==> config.mk <==
export PLATFORM = sky130hd
export DESIGN_NAME = vga_sprite_engine
export DESIGN_NICKNAME = d
export VERILOG_FILES = /design/src/rtl/vga_sprite_engine.sv
export SDC_FILE = /design/constraint.sdc
export NUM_CORES = 1
export LEC_CHECK = 0
export BUFFER_PORTS_ARGS = -buffer_cell sky130_fd_sc_hd__buf_2
export CORE_MARGIN = 2
export CORE_UTILIZATION = 50
export DETAILED_ROUTE_END_ITERATION = 16
export GPL_ROUTABILITY_DRIVEN = 0
export PLACE_DENSITY = 0.67
export SYNTH_ARGS = -nofsm -noshare
export SYNTH_HDL_FRONTEND = slang
export SYNTH_SLANG_ARGS = --single-unit
==> constraint.sdc <==
create_clock -name CLOCK_50 -period 5.3 [get_ports CLOCK_50]
set_input_delay 0.265 -clock CLOCK_50 [delete_from_list [all_inputs] [get_ports CLOCK_50]]
set_output_delay 0.265 -clock CLOCK_50 [all_outputs]
set_load 0.005 [all_outputs]
==> src/rtl/vga_sprite_engine.sv <==
// vga_sprite_engine: VGA timing generator that draws one square sprite, moved by keys or bouncing off the edges.
module vga_sprite_engine #(
  parameter int COLOR_W = 4,
  parameter int H_ACTIVE = 640,
  parameter int H_FP = 16,
  parameter int H_SYNC = 96,
  parameter int H_BP = 48,
  parameter int V_ACTIVE = 480,
  parameter int V_FP = 10,
  parameter int V_SYNC = 2,
  parameter int V_BP = 33,
  parameter int X_INIT = 296,
  parameter int Y_INIT = 216,
  parameter int SIZE_INIT = 48,
  parameter logic [3*COLOR_W-1:0] SPR_RGB = 12'hA2D,
  parameter logic [3*COLOR_W-1:0] BG_RGB = 12'hFFF
) (
  input  logic               CLOCK_50,
  input  logic               RST_N,
  input  logic [3:0]         KEY,
  input  logic [9:0]         SW,
  output logic [COLOR_W-1:0] VGA_R,
  output logic [COLOR_W-1:0] VGA_G,
  output logic [COLOR_W-1:0] VGA_B,
  output logic               VGA_HS,
  output logic               VGA_VS,
  output logic               VGA_BLANK_N,
  output logic               FRAME_TICK
);
  localparam int H_TOTAL = H_ACTIVE + H_FP + H_SYNC + H_BP;
  localparam int V_TOTAL = V_ACTIVE + V_FP + V_SYNC + V_BP;
  localparam int HW = $clog2(H_TOTAL);
  localparam int VW = $clog2(V_TOTAL);
  localparam int MW = HW > VW ? HW : VW;
  localparam int CW = MW > 8 ? MW : 8;
  localparam int PW = CW + 1;
  logic [1:0] sync_q;
  logic pix_en_q, run_ok, h_last, v_last, frame_end, hit;
  logic [HW-1:0] h_q, h_d;
  logic [VW-1:0] v_q, v_d;
  logic [CW-1:0] x_q, y_q, size_q, x_d, y_d, size_d;
  logic dx_q, dy_q, dx_d, dy_d;
  logic [3*COLOR_W-1:0] rgb_q, rgb_d;
  logic hs_q, vs_q, blank_q, hs_d, vs_d, blank_d;
  logic signed [PW-1:0] st, x_max, y_max, x_t, y_t;
  logic x_dec, x_inc, y_dec, y_inc, x_lo, x_hi, y_lo, y_hi;
  always_comb begin
    run_ok = sync_q[1];
    h_last = h_q == HW'(H_TOTAL - 1);
    v_last = v_q == VW'(V_TOTAL - 1);
    frame_end = run_ok && pix_en_q && h_last && v_last;
    h_d = h_last ? '0 : h_q + 1'b1;
    v_d = h_last ? (v_last ? '0 : v_q + 1'b1) : v_q;
    hit = PW'(h_q) >= PW'(x_q) && PW'(h_q) < PW'(x_q) + PW'(size_q) &&
          PW'(v_q) >= PW'(y_q) && PW'(v_q) < PW'(y_q) + PW'(size_q);
    blank_d = h_q < HW'(H_ACTIVE) && v_q < VW'(V_ACTIVE);
    rgb_d = blank_d ? (hit ? SPR_RGB : BG_RGB) : '0;
    hs_d = !(h_q >= HW'(H_ACTIVE + H_FP) && h_q < HW'(H_ACTIVE + H_FP + H_SYNC));
    vs_d = !(v_q >= VW'(V_ACTIVE + V_FP) && v_q < VW'(V_ACTIVE + V_FP + V_SYNC));
    size_d = CW'({SW[5:2], 3'b000}) + CW'(8);
    st = PW'({1'b0, SW[9:6]}) + PW'(1);
    // bounds come from the size loaded now, so a grown sprite is pulled back on-screen
    x_max = PW'(H_ACTIVE) - PW'(size_d);
    x_max = x_max[PW-1] ? '0 : x_max;
    y_max = PW'(V_ACTIVE) - PW'(size_d);
    y_max = y_max[PW-1] ? '0 : y_max;
    x_dec = SW[1] ? dx_q : !KEY[3] && KEY[2];
    x_inc = SW[1] ? !dx_q : KEY[3] && !KEY[2];
    y_dec = SW[1] ? dy_q : !KEY[0] && KEY[1];
    y_inc = SW[1] ? !dy_q : KEY[0] && !KEY[1];
    x_t = $signed(PW'(x_q)) + (x_dec ? -st : x_inc ? st : PW'(0));
    y_t = $signed(PW'(y_q)) + (y_dec ? -st : y_inc ? st : PW'(0));
    x_lo = x_t[PW-1] || x_t == '0;
    y_lo = y_t[PW-1] || y_t == '0;
    x_hi = x_t >= x_max;
    y_hi = y_t >= y_max;
    x_d = x_lo ? '0 : x_hi ? CW'(x_max) : CW'(x_t);
    y_d = y_lo ? '0 : y_hi ? CW'(y_max) : CW'(y_t);
    dx_d = !SW[1] ? dx_q : x_lo ? 1'b0 : x_hi ? 1'b1 : dx_q;
    dy_d = !SW[1] ? dy_q : y_lo ? 1'b0 : y_hi ? 1'b1 : dy_q;
  end
  always_ff @(posedge CLOCK_50 or negedge RST_N)
    if (!RST_N) sync_q <= '0;
    else sync_q <= {sync_q[0], 1'b1};
  always_ff @(posedge CLOCK_50 or negedge RST_N) begin
    if (!RST_N) begin
      pix_en_q <= 1'b0;
      h_q <= '0;
      v_q <= '0;
      x_q <= CW'(X_INIT);
      y_q <= CW'(Y_INIT);
      size_q <= CW'(SIZE_INIT);
      dx_q <= 1'b0;
      dy_q <= 1'b0;
      rgb_q <= '0;
      hs_q <= 1'b1;
      vs_q <= 1'b1;
      blank_q <= 1'b0;
    end else if (run_ok) begin
      pix_en_q <= !pix_en_q;
      if (pix_en_q) begin
        h_q <= h_d;
        v_q <= v_d;
        rgb_q <= rgb_d;
        hs_q <= hs_d;
        vs_q <= vs_d;
        blank_q <= blank_d;
      end
      if (frame_end && SW[0]) begin
        x_q <= x_d;
        y_q <= y_d;
        size_q <= size_d;
        dx_q <= dx_d;
        dy_q <= dy_d;
      end
    end
  end
  assign {VGA_R, VGA_G, VGA_B} = rgb_q;
  assign VGA_HS = hs_q;
  assign VGA_VS = vs_q;
  assign VGA_BLANK_N = blank_q;
  assign FRAME_TICK = frame_end;
endmodule
==> results of run 1 <==
## routing by layer
layer / vias to the layer above / share of wire / track usage
met3: 24 / 0.036 / 0.0281
li1: 2332 / - / -
met4: 0 / 0.023 / 0.0751
met1: 2263 / 0.46 / 0.320
met5: - / 0 / 0
met2: 98 / 0.48 / 0.392
## synthesized netlist by cell type, types with 7 or more instances
cell type and number:
dfrtp_1 43, xor2_1 21, nand2_1 45, nand3_1 19, ha_1 80, a21o_1 20, nor2_1 49, inv_1 49
a21oi_1 26, dfstp_2 11, a31oi_1 8, or2_2 7, and2_1 8, o22ai_1 15, xnor2_1 22, nor2b_1 11
nand2b_1 10, clkbuf_1 13, buf_4 11, o32ai_1 7, o21ai_0 51
## power by group
part | internal (mW) | switching, mW
clock | 0.0942 | 0.149
combinational | 0.241 | 0.291
sequential | 0.454 | 0.0421
## registers in the layout, indices dropped and copies added, names as in the netlist
signal and count:
VGA_HS 1, VGA_VS 1, dx_q 1, dy_q 1
h_q 10, pix_en_q 1, rgb_q 2, size_q 5
sync_q 2, v_q 10, x_q 10, y_q 10
## per-stage QoR
| stage | std cells | hold slack [ps] | util |
|---|---|---|---|
| 2_1_floorplan | 640 | -30.6 | - |
| 3_5_place_dp | 789 | 347 | 0.529 |
| 6_report | 797 | 64.2 | 0.536 |
| 4_1_cts | 797 | 89.7 | 0.536 |
| 5_1_grt | 797 | 129 | 0.536 |
| 3_3_place_gp | 789 | 334 | 0.529 |
## critical path, delay by kind of cell, from the launching register on
kind                     cells  cell delay (ps)
AO/OA/AOI/OAI                7             1940
AND/OR/NAND/NOR              3              820
adder cells (fa/ha/maj)      2              690
flip-flops                   1              470
multiplexers                 1              400
XOR/XNOR                     1              280
buffers and inverters        2              160
## cell families (layout without fill, tap and decap cells)
family	count (synthesis)	count (layout)	synth area share
adders and majority gates	87	87	0.203
muxes	12	12	0.0253
buffers and inverters	75	92	0.0590
DFF	54	54	0.249
and+or+nand+nor	180	180	0.160
xor gates and xnor gates	44	44	0.0727
AOI/OAI and AO/OA	186	186	0.229
other	2	2	0.00137
## final cells by class
class                   instances  area, sq um  share of cell area
multi-input cells             511         3800               0.656
flip-flops and latches         54         1370               0.236
inverters                      50          188              0.0324
repair buffers                 34          178              0.0307
well taps                     140          175              0.0303
clock buffers                   7         76.3              0.0132
clock inverters                 1         7.51             0.00130
## final timing paths
check                                         start                     to  slack (ps)  depth (start not counted)
worst max-delay path               dy_q$_DFFE_PN0P_     y_q[3]$_DFFE_PN1P_         480                         16
worst min-delay path                          RST_N     v_q[2]$_DFFE_PN0P_          60                          2
worst max register to register     dy_q$_DFFE_PN0P_     y_q[3]$_DFFE_PN1P_         480                         16
worst min register to register  sync_q[0]$_DFF_PN0_    sync_q[1]$_DFF_PN0_         360                          0
max in group asynchronous                     RST_N     h_q[3]$_DFFE_PN0P_        4760                          2
min in group CLOCK_50                         SW[2]  size_q[3]$_DFFE_PN0P_         320                          2
==> metrics, run 1 <==
clk slew on worst S/H paths=between 100 and 150 ps; CTS Buf Count=5; num rows=38; vias=about 4700; CP max stage cell=or4_1; fin area=5790 sq um; most frequent cells in the layout=ha_1 (80), o21ai_0 (51), inv_1 (49), nor2_1 (49), nand2_1 (45); pwr dens=220 nW/um^2; final max-slew violation count=0; WL final=~13000 microns; warnings from Yosys=0; Post-CTS Resized=0; CP required=~5600 ps; clock buffer depth=2; placed instance area=~5700 sq um; Worst-Margin Slew=about 910 ps; Syn Nets=740; CORE AREA=roughly 11000 sq um; ys flop type=dfrtp_1; die area=around 12000 sq um; Yosys top cell by area=dfrtp_1; wire per inst=between 15 and 20 microns; Crit Path Category=reg -> reg; # setup viols final=0; outcome=finished, final reports clean; initial antenna violation count=0; initial DRC count=314; period utilization=0.909; total global-route track usage=0.236; ranking of synthesized cells by area=dfrtp_1 (20%), ha_1 (18%), dfstp_2 (5.3%); H-Tree Depth=2; Final Worst Setup Slack=483 ps; total power=about 1.3 mW; Crit. End Element=register; Starting Density=0.509; cell area after synthesis=between 5000 and 6000 sq um; clock sink total=54; DRC viols=0; nets@finish=756; Crit path largest cell delay=about 560 ps; worst vdd ir=~0.16 mV; clock latency on the worst-skew pair=~330 ps; DRT Pass-1 Iters=4; Max Fanout on Critical Path=8; first-pass GRT wire length=22100 microns; f_max=slightly above 200 MHz; vias in the first global route=4541; most common cell after layout, fill and taps aside=ha_1; crit path DAT=about 5100 ps; Setup WS pre-CTS=~200 ps; Final Hold Fails=0; post-route ant nets=0; Vias/cell=around 5.9; pin count of the biggest net entering global routing=55; Hold-fix buffers, CTS=0; setup bufs post-CTS=0; synthesis-stage register bit count=between 50 and 60; startpoint types=register; Post-synth EDFFs=0; Syn Area/Cell=~8.6 sq um; Detailed Place HPWL=between 10000 and 15000 microns; register area share after synthesis=0.249; Antenna Cells=0; port bufs=31; max-cap violations=0; die span in y=approximately 110 microns; share of layout cells above drive strength 1=0.120; Synth cell types=71; grt ovf=0; Pleak=approximately 2.9 nW; Mapped Cells=640; filler cell count=990; final worst path period need=between 4000 and 5000 ps; Synth async-reset ratio=1.00; unrepaired setup endpoints after global routing=false; Worst Skew=12.4 ps; clk root buf=clkbuf_8; CTS tree=built; Hold Path Class=in -> async; Boundary Pins=32; final setup TNS=0 ps; cells along the critical path=inv_1 > o21ai_0 > a22o_1 > inv_1 > fa_1 > nand2b_1 > a21oi_1 > xor2_1 > ha_1 > a21boi_0 > o21ai_0 > nor2_1 > or4_1 > a311oi_4 > mux2_2 > o22ai_1; chip width=between 100 and 150 microns; area grow syn2layout=5.47%; top-area cell type share of the netlist area=0.196; Slew headroom=0.389
Note: power is estimated with default switching activity, not from simulation.
==> inputs of run 2 (changes only) <==
- CELL_PAD_IN_SITES_DETAIL_PLACEMENT: not set -> 0
- CELL_PAD_IN_SITES_GLOBAL_PLACEMENT: not set -> 2
- CORE_ASPECT_RATIO: not set -> 0.5
- CORE_UTILIZATION: 50 -> 39
- PLACE_DENSITY: 0.67 -> not set
- PLACE_DENSITY_LB_ADDON: not set -> 0.1
- clock period: 5.3 -> 5.18 ns (I/O delays scaled with it)
==> run 2 against run 1 <==
Largest power group unchanged. Clock skew decreased by 2.9 ps. Final area is 2.4% higher. Setup slack improved by 77 ps. Global-route usage decreased by 3.6 points. Power increased by 11%. Routed wire length grew 6.3%. Sequential power rose by 3%. Via count decreased by 4.3%. Critical endpoint is now y_q[5]$_DFFE_PN0P_.
==> metrics, run 2 (synthesis gave the netlist of run 1 again) <==
CTS Buf Count=5; Antenna Cells=0; f_max=between 200 and 250 MHz; initial antenna violation count=0; H-Tree Depth=2; area grow syn2layout=7.96%; clk root buf=clkbuf_16; CP max stage cell=or4_1; Vias/cell=5.31; grt ovf=0; unrepaired setup endpoints after global routing=false; Worst Skew=around 9.6 ps; most frequent cells in the layout=ha_1 (80), o21ai_0 (51), inv_1 (49), nor2_1 (49), nand2_1 (45); post-route ant nets=0; Post-CTS Resized=0; hold_ws=80.6 ps; CORE AREA=around 14000 sq um; period utilization=0.892; cells along the critical path=buf_2 > and2_1 > nand2_1 > xor2_1 > and3_1 > ha_1 > nand2_1 > o21ai_0 > ha_1 > o21ai_0 > a21oi_1 > o31a_1 > xnor3_1 > ha_1 > o21ai_0 > nor2_1 > or4_1 > a311oi_4 > mux2_2 > o22ai_1; pwr dens=between 200 and 250 nW/um^2; crit path DAT=between 4000 and 5000 ps; Slew headroom=0.387; pin count of the biggest net entering global routing=55; max-cap violations=0; clock sink total=54; die span in y=about 90 microns; Hold Path Class=in -> async; total power=between 1 and 1.5 mW; Worst-Margin Slew=around 900 ps; chip width=roughly 170 microns; first-pass GRT wire length=23100 microns; gr busiest metal=met1; port bufs=31; # setup viols final=0; Starting Density=0.402; outcome=finished, final reports clean; Boundary Pins=32; wire per inst=between 15 and 20 microns; Max Fanout on Critical Path=9; Hold-fix buffers, CTS=0; share of layout cells above drive strength 1=0.123; setup bufs post-CTS=0; Detailed Place HPWL=roughly 11000 microns; final max-slew violation count=0; DRT Pass-1 Iters=5; Setup WS pre-CTS=253 ps; vias=between 4000 and 5000; WL final=approximately 14000 microns; worst vdd ir=0.127 mV; clock latency on the worst-skew pair=300 ps; total global-route track usage=0.200; clock buffer depth=2; CP required=roughly 5400 ps; DRC viols=0; vias in the first global route=between 4000 and 5000; Pleak=approximately 2.9 nW; die area=approximately 15000 sq um; nets@finish=roughly 760; grt met1 use=0.308; grt met3 use=0.0262; Crit Path Category=in -> reg; initial DRC count=about 290; Final Worst Setup Slack=~560 ps; worst r2r path cells=16; Final Hold Fails=0; startpoint types=primary input; Crit path largest cell delay=around 560 ps; clk slew on worst S/H paths=80 ps; GRT met2 Usage=0.303; final worst path period need=4620 ps; final setup TNS=0 ps; num rows=30; filler cell count=roughly 1400; most common cell after layout, fill and taps aside=ha_1; final core area utilization=0.434; CTS tree=built; Crit. End Element=register
## run 2: changes by cell type in the layout (fill, tap and decap cells not counted)
cell	change
clkbuf_16	+5
clkbuf_8	-4
buf_4	+1
clkbuf_1	-1
clkinv_2	+1
clkinvlp_4	-1
## run 2: final timing paths
kind,startpoint,end,slack (ps)
max in group asynchronous,RST_N,h_q[1]$_DFFE_PN0P_,4590
min in group CLOCK_50,sync_q[0]$_DFF_PN0_,sync_q[1]$_DFF_PN0_,350
min reg2reg,sync_q[0]$_DFF_PN0_,sync_q[1]$_DFF_PN0_,350
min,RST_N,x_q[2]$_DFFE_PN0P_,80
max reg2reg,dy_q$_DFFE_PN0P_,y_q[5]$_DFFE_PN0P_,610
max,SW[6],y_q[5]$_DFFE_PN0P_,560
## run 2: stage by stage
| stage | cell area [sq um] | cells |
|---|---|---|
| floorplan | 5490 | 640 |
| finish | 5930 | 850 |
| detailed placement | 5780 | 842 |
| global placement | 5780 | 842 |
| CTS | 5930 | 850 |
| global route | 5930 | 850 |
## run 2: report_power, final
part,internal [mW],switching (mW),total [mW]
Clock,0.193,0.166,0.359
Combinational,0.245,0.293,0.538
Sequential,0.464,0.0467,0.511
Total,0.902,0.506,1.41
## run 2: final cells by class
cell class                 count  area (sq um)  share of cell area
clock inverter                 1          5.00            0.000845
sequential                    54          1370               0.230
inverter                      50           188              0.0317
clock buffer                   7           143              0.0241
timing repair buffer          35           185              0.0313
tap                          192           240              0.0405
multi-input combinational    511          3800               0.641
## run 2: routing by layer
layer | routed length [microns] | part of all wire | up-vias
li1 | - | - | 2339
met2 | 5560 | 0.39 | 85
met4 | 79 | 0.0056 | 0
met5 | 0 | 0 | -
met3 | 523 | 0.037 | 9
met1 | 7970 | 0.56 | 2080
## run 2: critical path: cells and delay by family
| kind | cells | cell delay [ps] |
|---|---|---|
| AO/OA/AOI/OAI | 7 | 1320 |
| AND/OR/NAND/NOR | 6 | 1180 |
| adder cells (fa/ha/maj) | 3 | 940 |
| XOR/XNOR | 2 | 610 |
| multiplexers | 1 | 400 |
| buffers and inverters | 1 | 150 |
==> inputs of run 3 (changes only) <==
- CORE_UTILIZATION: 39 -> 40
- CTS_BUF_LIST: not set -> sky130_fd_sc_hd__clkbuf_2
- SKIP_LAST_GASP: not set -> 1
==> run 3 against run 2 <==
Worst hold slack gained 47 ps. Routed wire length grew 0.40%. Core utilization shrank 0.17 points. Highest routed layer unchanged. Critical path depth shrank 4.
==> metrics, run 3 (synthesis gave the netlist of run 1 again) <==
total global-route track usage=0.204; wire per inst=between 15 and 20 microns; vias in the first global route=roughly 4400; clk slew on worst S/H paths=between 200 and 300 ps; Crit path largest cell delay=560 ps; first-pass GRT wire length=around 23000 microns; clock sink total=54; die span in y=a little under 90 microns; Crit Path Category=reg -> reg; CP required=around 5600 ps; Slew headroom=0.380; die area=roughly 15000 sq um; startpoint types=register; cells along the critical path=inv_1 > o21ai_0 > a22o_1 > inv_1 > fa_1 > nand2b_1 > a21oi_1 > xor2_1 > ha_1 > a21boi_0 > o21ai_0 > nor2_1 > or4_1 > a311oi_4 > mux2_2 > o22ai_1; Boundary Pins=32; initial antenna violation count=0; Int Power=around 0.74 mW; Crit. End Element=register; placed instance area=5770 sq um; most common cell after layout, fill and taps aside=ha_1; clock buffer depth=2; area grow syn2layout=6.06%; DRC viols=0; DRT Pass-1 Iters=5; Final Hold Fails=0; non-filler cells, final=between 800 and 900; Logic pwr share=0.441; grt ovf=0; CP max stage cell=or4_1; nets@finish=760; num rows=30; pin count of the biggest net entering global routing=55; hold_sp=SW[2]; crit path DAT=5000 ps; CORE AREA=between 10000 and 15000 sq um; share of layout cells above drive strength 1=0.126; WL final=14200 microns; post-route ant nets=0; clock latency on the worst-skew pair=between 400 and 500 ps; Vias/cell=5.46; port bufs=31; Worst Skew=34.0 ps; Setup WS pre-CTS=356 ps; clock power share=0.142; pwr dens=~210 nW/um^2; chip width=170 microns; Final Worst Setup Slack=around 600 ps; Starting Density=0.407; Antenna Cells=0; Worst-Margin Slew=921 ps; hold_ws=between 100 and 150 ps; max-cap violations=0; # setup viols final=0; switching share of total power=0.394; vias=about 4600; most frequent cells in the layout=ha_1 (80), o21ai_0 (51), inv_1 (49), nor2_1 (49), nand2_1 (45); CP Launch Point=dy_q$_DFFE_PN0P_; fin area=about 5800 sq um; final max-slew violation count=0; initial DRC count=239; Hold-fix buffers, CTS=1; final setup TNS=0 ps; final worst path period need=4580 ps; CTS tree=built; Max Fanout on Critical Path=8; Pleak=around 2.9 nW; Hold Path Class=in -> reg; H-Tree Depth=2; outcome=finished, final reports clean; FF+latch area=about 1400 sq um; final core area utilization=0.432; switching power=a little under 0.5 mW; clk root buf=clkbuf_2; filler cell count=1379; setup bufs post-CTS=0; Post-CTS Resized=0; Detailed Place HPWL=approximately 11000 microns; unrepaired setup endpoints after global routing=false; critical path's top delay family=compound AO/OA/AOI/OAI gates; total power=1.23 mW; Worst Path Buf+Inv=2; f_max=~220 MHz; worst reg2reg path startpoint=dy_q$_DFFE_PN0P_; Flop pwr share=0.418; placed cell count=approximately 830; Multi-input gate area=about 3800 sq um; CTS Buf Count=5; worst vdd ir=around 0.073 mV; period utilization=0.884
## run 3: cell count changes in the layout (fill, tap and decap cells not counted), sizes merged
| cell | previous run | this run |
|---|---|---|
| buf | 35 | 37 |
| clkbuf | 7 | 6 |
| clkinv | 1 | 2 |
| dlygate4sd3 | 0 | 1 |
## run 3: path summary, 6_finish.rpt
path | slack [ps] | depth (start not counted) | end
setup / recovery | 600 | 16 | y_q[7]$_DFFE_PN1P_
hold / removal | 130 | 2 | size_q[3]$_DFFE_PN0P_
setup reg to reg | 600 | 16 | y_q[7]$_DFFE_PN1P_
hold reg to reg | 390 | 0 | sync_q[1]$_DFF_PN0_
max in group asynchronous | 4220 | 3 | v_q[1]$_DFFE_PN0P_
min in group asynchronous | 390 | 3 | x_q[9]$_DFFE_PN0P_
## run 3: area by class of cell
cell class | instances | area share
multi-input cells | 511 | 0.653
repair buffers | 38 | 0.0361
clock buffers | 6 | 0.00516
flip-flops and latches | 54 | 0.234
well taps | 176 | 0.0378
clock inverters | 2 | 0.00150
inverters | 50 | 0.0322
## run 3: worst register-to-register path: stages, from the launching register on
cell and delay, ps:
dfrtp_1 530, inv_1 90, o21ai_0 290, a22o_1 210, inv_1 70, fa_1 410
nand2b_1 170, a21oi_1 160, xor2_1 260, ha_1 270, a21boi_0 120, o21ai_0 300
nor2_1 60, or4_1 560, a311oi_4 500, mux2_2 400, o22ai_1 120
## run 3: power groups by stage
stage	clock network, mW	logic, mW	registers (mW)
after floorplan	0	0.434	0.512
after global placement	0	0.540	0.518
after detailed placement	0	0.539	0.521
after CTS	0.183	0.543	0.514
after global routing	0.202	0.612	0.522
final	0.174	0.541	0.513
## run 3: layer usage
layer	up-vias	global-route usage	routed length, microns
met2	89	0.304	5550
met4	0	0.0264	91
met1	2128	0.316	8040
met5	-	0	0
met3	9	0.0297	516
li1	2347	-	-
